--- src/rtl/core_pkg.sv ---
// core_pkg: shared writeback encodings, load funct3 codes and FSM state type.
package core_pkg;
  localparam logic [1:0] WB_ALU  = 2'b00;
  localparam logic [1:0] WB_LOAD = 2'b01;
  localparam logic [1:0] WB_PC4  = 2'b10;
  localparam logic [2:0] F3_LB  = 3'b000;
  localparam logic [2:0] F3_LH  = 3'b001;
  localparam logic [2:0] F3_LW  = 3'b010;
  localparam logic [2:0] F3_LBU = 3'b100;
  localparam logic [2:0] F3_LHU = 3'b101;
  typedef enum logic {RUN, WAIT_LOAD} wb_state_t;
endpackage

--- src/rtl/load_align.sv ---
// load_align: picks the addressed byte/half of a load word and sign- or zero-extends it.
module load_align
  import core_pkg::*;
#(
  parameter int register_size = 32
) (
  input  logic [register_size-1:0] word,
  input  logic [1:0]               offset,
  input  logic [2:0]               funct3,
  output logic [register_size-1:0] aligned
);
  logic [7:0]  b;
  logic [15:0] h;
  assign b = word[{offset, 3'b000} +: 8];
  assign h = offset[1] ? word[31:16] : word[15:0];
  always_comb begin
    aligned = funct3 == F3_LB  ? {{(register_size-8){b[7]}}, b} :
              funct3 == F3_LBU ? {{(register_size-8){1'b0}}, b} :
              funct3 == F3_LH  ? {{(register_size-16){h[15]}}, h} :
              funct3 == F3_LHU ? {{(register_size-16){1'b0}}, h} :
              word;
  end
endmodule

--- src/rtl/writeback_stage.sv ---
// writeback_stage: MEM/WB register, load-wait FSM, result select and register file write port.
module writeback_stage
  import core_pkg::*;
#(
  parameter int address_width = 5,
  parameter int register_size = 32
) (
  input  logic                     clk,
  input  logic                     reset_n,
  input  logic                     valid_i,
  input  logic                     reg_write_i,
  input  logic [address_width-1:0] rd_addr_i,
  input  logic [1:0]               wb_sel_i,
  input  logic [2:0]               funct3_i,
  input  logic [register_size-1:0] alu_result_i,
  input  logic [register_size-1:0] pc_plus4_i,
  input  logic                     flush_i,
  input  logic [register_size-1:0] dmem_rdata_i,
  input  logic                     dmem_rvalid_i,
  output logic                     stall_o,
  output logic [address_width-1:0] writereg_addr_o,
  output logic [register_size-1:0] data_o,
  output logic                     data_write_o,
  output logic [31:0]              retire_count_o
);
  logic                     valid;
  logic                     reg_write;
  logic [address_width-1:0] rd;
  logic [1:0]               wb_sel;
  logic [2:0]               funct3;
  logic [register_size-1:0] alu_result;
  logic [register_size-1:0] pc_plus4;
  logic                     flush_pending;
  logic                     is_load;
  logic                     completing;
  logic                     bubble;
  logic [register_size-1:0] load_value;
  wb_state_t                state;
  wb_state_t                state_next;
  load_align #(.register_size(register_size)) u_align (
    .word    (dmem_rdata_i),
    .offset  (alu_result[1:0]),
    .funct3  (funct3),
    .aligned (load_value)
  );
  assign is_load = valid & (wb_sel == WB_LOAD);
  always_comb begin
    stall_o    = state == WAIT_LOAD ? !dmem_rvalid_i : is_load & !dmem_rvalid_i;
    state_next = stall_o ? WAIT_LOAD : RUN;
    completing = valid & !stall_o;
    bubble     = flush_i | flush_pending | !valid_i;
  end
  assign writereg_addr_o = rd;
  assign data_write_o    = completing & reg_write & (rd != '0);
  assign data_o          = wb_sel == WB_LOAD ? load_value : wb_sel == WB_PC4 ? pc_plus4 : alu_result;
  // A stalled load is never killed; a flush seen during the stall turns the next capture into a bubble.
  always_ff @(posedge clk or negedge reset_n) begin
    if (!reset_n) begin
      state          <= RUN;
      valid          <= 1'b0;
      reg_write      <= 1'b0;
      rd             <= '0;
      wb_sel         <= WB_ALU;
      funct3         <= '0;
      alu_result     <= '0;
      pc_plus4       <= '0;
      flush_pending  <= 1'b0;
      retire_count_o <= '0;
    end else begin
      state <= state_next;
      if (completing) retire_count_o <= retire_count_o + 32'd1;
      if (stall_o) begin
        if (flush_i) flush_pending <= 1'b1;
      end else begin
        flush_pending <= 1'b0;
        valid         <= !bubble;
        reg_write     <= !bubble & reg_write_i;
        rd            <= bubble ? '0 : rd_addr_i;
        wb_sel        <= bubble ? WB_ALU : wb_sel_i;
        funct3        <= bubble ? '0 : funct3_i;
        alu_result    <= bubble ? '0 : alu_result_i;
        pc_plus4      <= bubble ? '0 : pc_plus4_i;
      end
    end
  end
endmodule

--- config.mk ---
export PLATFORM = sky130hd
export DESIGN_NAME = writeback_stage
export DESIGN_NICKNAME = d
export VERILOG_FILES = /design/src/rtl/core_pkg.sv /design/src/rtl/load_align.sv /design/src/rtl/writeback_stage.sv
export SDC_FILE = /design/constraint.sdc
export NUM_CORES = 1
export LEC_CHECK = 0
export CORE_MARGIN = 1
export CORE_UTILIZATION = 40
export CTS_BUF_LIST = sky130_fd_sc_hd__clkbuf_16
export CTS_CLUSTER_SIZE = 30
export DETAILED_ROUTE_END_ITERATION = 7
export HOLD_SLACK_MARGIN = 0.03
export PLACE_DENSITY = 0.79
export SLEW_MARGIN = 25
export SYNTH_ARGS = -nofsm -noshare
export SYNTH_HDL_FRONTEND = slang
export SYNTH_SLANG_ARGS = --single-unit
--- constraint.sdc ---
create_clock -name clk -period 2 [get_ports clk]
set_input_delay 0.4 -clock clk [delete_from_list [all_inputs] [get_ports clk]]
set_output_delay 0.4 -clock clk [all_outputs]
set_load 0.02 [all_outputs]
Yosys cells after proc, flatten, opt, wreduce, memory -nomap -nowiden
Index checks and enable logic that the tools add are counted.
{"block": "word_totals", "ff_bits": 110, "out_inout_bits": 71}
{"block": "op_classes", "eq_ne": 6, "n_shift": 1, "mux": 16, "n_bitwise": 8, "n_reduce_logical": 6, "addsub": 1}
{"operator": "two-way mux 32 bit", "count": 8}
{"operator": "adder 32 x 1 -> 32 bit, second input constant", "count": 1}
{"operator": "indexed part select 32 x 6 -> 8 bit", "count": 1}
{"operator": "two-way mux 16 bit", "count": 1}
{"operator": "AND 1 bit", "count": 6}
{"operator": "equality test 3 bit, second input constant", "count": 2}
{"operator": "two-way mux 5 bit", "count": 1}
{"operator": "nonzero test 5 bit", "count": 1}
{"operator": "logical NOT 1 bit", "count": 4}
{"operator": "two-way mux 1 bit", "count": 4}
{"operator": "equality test 3 x 1 -> 1 bit, second input constant", "count": 1}
{"operator": "logical NOT 3 bit", "count": 1}
{"operator": "two-way mux 3 bit", "count": 1}
{"operator": "equality test 2 x 1 -> 1 bit, second input constant", "count": 1}
{"operator": "equality test 2 bit, second input constant", "count": 1}
{"operator": "two-way mux 2 bit", "count": 1}
{"operator": "!= test 2 bit, second input constant", "count": 1}
{"operator": "bitwise OR 1 bit", "count": 2}

Logic depth before layout (Yosys ltp)
Gate-level depths: netlist of the first run.
{"block": "depth", "depth_word": 8, "depth_mapped": 8, "ltp_nobuf": 5}

Modules after synthesis
Synthesis of the first run repeated with hierarchy kept, for this count alone.
{"block": "hier_totals", "hier_cells": 560, "area_unflattened_um2": 6012.0}
{"module": "writeback_stage", "area_per_inst_um2": 5246.3, "n_inst": 1, "cells_each": 464}
{"module": "load_align", "area_per_inst_um2": 765.7, "n_inst": 1, "cells_each": 96}

Worst setup path before layout of the first run
Ideal clock, no wire load.
{"block": "synth_path", "path_kind": "register to output", "startpoint": "register alu_result[1]", "endpoint": "output port data_o[10]", "path_slack_ns": -0.206, "path_buffers": 0, "t_required_ns": 1.600, "arrival_ns": 1.806, "path_stages_with_launch": 6, "path_cell_list": "dfrtp_1 mux2i_1 mux2_2 o41ai_4 a221oi_1 a211oi_1"}
{"block": "synth_between", "elab_chain_len": 6}
{"item": "start: declaration", "line_no": "writeback_stage.sv:31", "rtl": "logic [register_size-1:0] alu_result;"}
{"item": "start signal: assignment", "line_no": "writeback_stage.sv:81", "rtl": "alu_result <= bubble ? '0 : alu_result_i;"}
{"item": "branches (longest 4 deep; another with indexed part select 32 x 6 -> 8 bit)"}
{"item": "two-way mux 32 bit (*)", "line_no": "load_align.sv:17", "rtl": "aligned = funct3 == F3_LB ? {{(register_size-8){b[7]}}, b} :"}
{"item": "two-way mux 32 bit (*)", "line_no": "writeback_stage.sv:55", "rtl": "assign data_o = wb_sel == WB_LOAD ? load_value : wb_sel == WB_PC4 ? pc_plus4 : alu_result;"}
{"item": "end: declaration", "line_no": "writeback_stage.sv:22", "rtl": "output logic [register_size-1:0] data_o,"}
Every way passes the cells marked *.

Worst setup path in the final report of the first run
{"block": "layout_path", "startpoint": "register alu_result[1]", "endpoint": "output port data_o[9]"}
Same word-level chain as after synthesis.

==> results of run 1 <==
==> flip-flops by register name, summed over array words and instances, names as in the netlist <==
register,count
state,1
pc_plus4,32
funct3,3
writereg_addr_o,5
reg_write,1
flush_pending,1
alu_result,32
wb_sel,2
retire_count_o,32
valid,1
==> logic make-up (layout without fill, tap and decap cells) <==
kind of cell	Yosys count	count (layout)	synth area share
AOI/OAI and AO/OA	169	169	0.242
xor gates and xnor gates	31	31	0.0484
adders and majority gates	1	1	0.00223
buffers and inverters	44	303	0.0356
DFF	110	110	0.490
muxes	38	38	0.0793
and+or+nand+nor	115	115	0.102
==> through the flow <==
stage                     power, uW  std cells
after floorplan                3150        508
after detailed placement       4000        913
after global routing           6300        943
final                          6060        943
after global placement         3970        913
after CTS                      5940        931
==> placed cells by master (no fill, tap or decap), drive strengths merged, types with 3 or more instances in the layout <==
master / instances
clkdlybuf4s50: 147
buf: 129
dfrtp: 110
a22o: 82
nor2: 36
mux2i: 31
nand2: 30
xnor2: 27
a221oi: 23
clkbuf: 15
a21oi: 15
o21ai: 14
nand3: 12
nand4: 12
and3: 9
a211oi: 7
a21o: 6
a22oi: 6
mux4: 5
o22ai: 5
clkinvlp: 4
xor2: 4
inv: 4
nand2b: 3
nor2b: 3
==> critical path: stages (launching register included) <==
cell and delay [ns]:
dfrtp_2 0.47, mux2i_4 0.22, mux2_4 0.29, o41ai_4 0.24, buf_6 0.19, a221oi_2 0.05, a211oi_2 0.18, buf_4 0.18
==> layout make-up <==
class                           count  area [um2]
Clock buffer                        9         225
Clock inverter                      7        96.3
Fill cell                        1013        4370
Inverter                            4        18.8
Multi-Input combinational cell    354        3010
Sequential cell                   110        2760
Tap cell                          176         220
Timing Repair Buffer              283        2760
==> power by group <==
part	total, uW	switching, uW	leakage (uW)	internal [uW]
Combinational	1610	761	0.00231	844
Clock	1960	858	0.000148	1100
Sequential	2500	144	0.00148	2350
Total	6060	1760	0.00394	4300
==> metal layers <==
layer,vias up,track usage,share of wire
met4,0,0.129,0.041
met2,297,0.426,0.49
li1,2456,-,-
met5,-,0,0
met3,57,0.0486,0.070
met1,2745,0.351,0.40
==> what timing repair did <==
item,4_1_cts,5_1_grt
setup endpoints to repair,34,110
cloned,0,8
setup buffers,1,6
resized for setup,128,130
pin swaps,2,18
endpoints found under the hold margin,29,0
hold buffers,1,0
==> path summary, 6_finish.rpt <==
path,to,depth (start not counted),start
max,data_o[9],7,alu_result[1]
min,retire_count_o[31],1,retire_count_o[31]
max reg2reg,pc_plus4[24],9,wb_sel[0]
min reg2reg,retire_count_o[31],1,retire_count_o[31]
max in group asynchronous,wb_sel[1],3,reset_n
min in group asynchronous,retire_count_o[17],2,reset_n
==> results.py, run 1 <==
metrics = {
    "sta": {
        "rsz0062_at_grt": "yes",
        "hold_ws_ns": 0.478,
        "fin_crit_ns": 2.57,
        "hold_viol_final": 0,
        "finalSetupViolations": 86,
        "worst_slack_ns": -0.575,
        "finalCritPeriodShare": 1.29,
        "fin_setup_tns_ns": -16.09,
        "finalClockSkew_ns": 0.00713,
        "worst_pin_slew_ns": 0.442,
        "relSlewSlack": 0.705,
        "finalMaxSlewViolations": 0,
        "fmax_mhz": 388,
    },
    "floorplan": {
        "rows": 42,
        "io_pins": 183,
        "die_w_um": 120,
        "die_area_um2": 14500,
        "core_region_area_um2": 13500,
        "start_util": 0.417,
        "dieHeight_um": 120,
    },
    "routing": {
        "antenna_left": 0,
        "avgViaCountPerCell": 5.89,
        "drtIter0Drc": 368,
        "drc": 0,
        "drt_pre_antenna_iters": 4,
        "dr_total_vias": 5555,
        "routed_wirelength_um": 19900,
        "wl_per_cell_um": 21.1,
    },
    "pwr": {
        "ir_drop_v": 0.000472,
        "leakage_uw": 0.00394,
        "power_density_nw_per_um2": 668,
    },
    "critical_path": {
        "end_kind": "primary output",
        "worst_ep_arrival_time_ns": 2.17,
        "cp_max_fo": 8,
        "worstSetupStartpointType": "flop",
        "critPathKind": "flop to primary output",
        "r2r_setup_slack_ns": -0.10,
        "critPathRequiredTime_ns": 1.60,
    },
    "place": {
        "port_buffers": 182,
        "pre_cts_ws_ns": -1.04,
        "dp_hpwl_um": 14100,
        "gp_congestion": 0.869,
        "detailed_place.area_um2": 8270,
    },
    "logic_synthesis": {
        "synth_top_area_share": 0.490,
        "ys_types": 48,
        "avgSynthCellArea_um2": 11.1,
        "ys.flop_type": "dfrtp_1",
        "ys_seq_area_frac": 0.490,
        "yosys-top-cells-area": "dfrtp_1, a22o_1, mux2i_1",
        "synth_warnings": 0,
        "synth_most_common_cell": "dfrtp_1",
        "synth.top_cells.by_count": "dfrtp_1, a22o_1, nor2_1",
        "synthesis.area_um2": 5620,
        "synth_enable_flop_cells": 0,
        "syn-num-nets": 621,
        "synth_seq_cells": 110,
        "async_flop_share": 1.00,
        "yosys.area.top_type": "dfrtp_1",
        "syn_inst": 508,
    },
    "layout": {
        "drive_above_1_share": 0.289,
        "layout.nets": 875,
        "diodes": 0,
        "final_util": 0.675,
        "stdcell_area_um2": 9080,
        "syn_to_final_growth_pct": 61.7,
    },
    "clock_tree": {
        "cts_buffers": 9,
        "cts.htree.levels": 3,
        "clk_latency_ns": 0.35,
        "cts_buffer_depth": 2,
        "path_clk_slew_ns": 0.08,
        "cts_tree": "built",
        "clock-sinks": 110,
        "clockRootBuffer": "clkbuf_16",
    },
    "global_routing": {
        "grt_use_total": 0.267,
        "grt_pass1_wl_um": 29500,
        "grt_start_max_net_pins": 48,
        "grt.overflow.total": 0,
        "antenna_found_initial": 0,
        "grt_pass1_vias": 5587,
    },
    "status": {
        "outcome": "finished with violations",
        "violations": "negative setup slack",
    },
    "min_path": {
        "min_path_type": "flop to flop",
    },
    "job": {
        "drv_cap": 0,
    },
}
Power figures use the tool's default switching activity.
==> run 2, diff against run 1 <==
--- a/config.mk
+++ b/config.mk
@@ -5,6 +5,7 @@
 export SDC_FILE = /design/constraint.sdc
 export NUM_CORES = 1
 export LEC_CHECK = 0
+export ABC_CLOCK_PERIOD_IN_PS = 2000
 export CORE_MARGIN = 1
 export CORE_UTILIZATION = 40
 export CTS_BUF_LIST = sky130_fd_sc_hd__clkbuf_16
==> results of run 2 <==
Final layout, timing and power as in run 1 (identical DEF).
==> run 3, diff against run 2 <==
--- a/config.mk
+++ b/config.mk
@@ -7,12 +7,12 @@
 export LEC_CHECK = 0
 export ABC_CLOCK_PERIOD_IN_PS = 2000
 export CORE_MARGIN = 1
-export CORE_UTILIZATION = 40
+export CORE_UTILIZATION = 42
 export CTS_BUF_LIST = sky130_fd_sc_hd__clkbuf_16
 export CTS_CLUSTER_SIZE = 30
 export DETAILED_ROUTE_END_ITERATION = 7
 export HOLD_SLACK_MARGIN = 0.03
-export PLACE_DENSITY = 0.79
+export PLACE_DENSITY = 0.82
 export SLEW_MARGIN = 25
 export SYNTH_ARGS = -nofsm -noshare
 export SYNTH_HDL_FRONTEND = slang
==> run 3 against run 2 <==
  * The run still ends with negative setup slack left
  * Non-clock buffer count rose by 3
  * Worst setup slack better by 0.064 ns
  * Worst hold slack worse by 0.44 ns
  * Clock skew is essentially flat
  * Global-route usage is 1.4 points higher
  * Critical endpoint is now data_o[11]
  * Wire length down 0.10%
  * Fmax increased by 2.6%
  * Sequential share of layout area rose by 0.52 points
  * Critical path type unchanged
==> results.py, run 3 (synthesis gave the netlist of run 1 again) <==
metrics = {
    "layout": {
        "nFillCells": 943,
        "stdcell_area_um2": 8930,
        "layout.nets": 878,
        "drive_above_1_share": 0.266,
        "final_util": 0.696,
        "final_common_cell": "clkdlybuf4s50_1",
        "reg_top3": "alu_result x32, pc_plus4 x32, retire_count_o x32",
        "syn_to_final_growth_pct": 59.0,
        "final_cell_mix": "clkdlybuf4s50_1, buf_4, dfrtp_1",
    },
    "clock_tree": {
        "cts_buffers": 9,
        "cts_buffer_depth": 2,
        "path_clk_slew_ns": 0.07,
        "hold_buffers": 0,
        "clockRootBuffer": "clkbuf_16",
        "cts_tree": "built",
        "clk_latency_ns": 0.36,
        "cts.htree.levels": 3,
        "clock-sinks": 110,
    },
    "pwr": {
        "switching_share": 0.299,
        "p_comb_frac": 0.275,
        "p_total_uw": 5730,
        "leakage_uw": 0.00393,
        "power.switching_uw": 1710,
        "clkPwrFrac": 0.289,
        "ir_drop_v": 0.000410,
        "power_density_nw_per_um2": 641,
        "p_int_uw": 4010,
        "power_frac_seq": 0.436,
    },
    "place": {
        "dp_hpwl_um": 13800,
        "port_buffers": 182,
        "detailed_place.area_um2": 8300,
        "gp_congestion": 0.860,
    },
    "floorplan": {
        "io_pins": 183,
        "die_area_um2": 13800,
        "dieHeight_um": 118,
        "core_region_area_um2": 12800,
        "die_w_um": 118,
        "rows": 41,
        "start_util": 0.438,
    },
    "routing": {
        "routed_wirelength_um": 19800,
        "drtIter0Drc": 511,
        "antenna_left": 0,
        "avgViaCountPerCell": 5.89,
        "wl_per_cell_um": 21.0,
        "drt_pre_antenna_iters": 7,
        "dr_total_vias": 5550,
        "drc": 0,
    },
    "sta": {
        "finalMaxSlewViolations": 0,
        "fmax_mhz": 398,
        "hold_viol_final": 0,
        "finalCritPeriodShare": 1.26,
        "worst_pin_slew_ns": 0.379,
        "fin_setup_tns_ns": -17.66,
        "relSlewSlack": 0.747,
        "rsz0062_at_grt": "yes",
        "finalSetupViolations": 108,
        "worst_slack_ns": -0.510,
        "finalClockSkew_ns": 0.00695,
        "fin_crit_ns": 2.51,
        "hold_ws_ns": 0.0384,
    },
    "critical_path": {
        "worstSetupStartpointType": "flop",
        "timing.rr.start": "wb_sel[0]",
        "worst_ep_arrival_time_ns": 2.11,
        "cp_max_fo": 8,
        "r2r_setup_slack_ns": -0.09,
        "timing.rr.end": "alu_result[30]",
        "critPathRequiredTime_ns": 1.60,
        "r2r_cells": 10,
        "critPathKind": "flop to primary output",
        "end_kind": "primary output",
    },
    "global_routing": {
        "grt_start_max_net_pins": 79,
        "grt.overflow.total": 0,
        "antenna_found_initial": 0,
        "grt_pass1_vias": 5667,
        "grt_use_total": 0.281,
        "grt_pass1_wl_um": 30600,
    },
    "min_path": {
        "min_path_type": "primary input to asynchronous set/reset pin",
    },
    "status": {
        "outcome": "finished with violations",
        "violations": "negative setup slack",
    },
    "job": {
        "drv_cap": 0,
    },
}
## run 3: worst max-delay path: stages (launching register included)
cell	delay (ns)
dfrtp_2	0.46
mux2i_1	0.17
mux2_4	0.30
o41ai_4	0.23
buf_6	0.19
a221oi_2	0.05
a211oi_2	0.19
buf_4	0.18
## run 3: power by group through the flow
stage | Sequential (uW) | Clock (uW) | Combinational (uW)
final | 2500 | 1650 | 1580
after global routing | 2520 | 1750 | 1660
after global placement | 2520 | 0 | 1450
after floorplan | 2580 | 0 | 569
after CTS | 2500 | 1660 | 1500
after detailed placement | 2530 | 0 | 1480
## run 3: metrics by stage
step | instances | worst slack [ns]
after global routing | 942 | -0.582
after floorplan | 508 | -0.0636
after CTS | 931 | -0.573
final | 943 | -0.510
after global placement | 909 | -1.01
after detailed placement | 909 | -1.04
## run 3: final cells by class
class                      count  area (um2)  area share
clock inverter                 7        33.8     0.00378
sequential                   110        2760       0.309
inverter                       4        18.8     0.00210
clock buffer                   9         225      0.0252
antenna                        1        2.50    0.000280
tap                          172         215      0.0241
multi-input combinational    354        2860       0.321
timing repair buffer         286        2810       0.315
## run 3: routing by layer
metal  track usage  vias up  share of wire
met1         0.352     2755           0.40
met5             0        -              0
met3        0.0586       46          0.077
met4         0.123        0          0.032
met2         0.469      285           0.49
li1              -     2464              -
## run 3: how the worst max path moves through the flow
stage                     startpoint          to  depth (start not counted)
floorplan                  wb_sel[0]  data_o[17]                          4
global placement    dmem_rdata_i[31]  data_o[11]                          8
detailed placement  dmem_rdata_i[15]  data_o[11]                          8
CTS                    alu_result[1]   data_o[2]                          8
global route           alu_result[1]  data_o[10]                          7
finish                 alu_result[1]  data_o[11]                          7
## run 3: repair_timing
action	CTS	global route
setup buffers	3	7
pin swaps	0	11
gates cloned	3	4
endpoints found under the setup margin	38	110
resized for setup	127	100
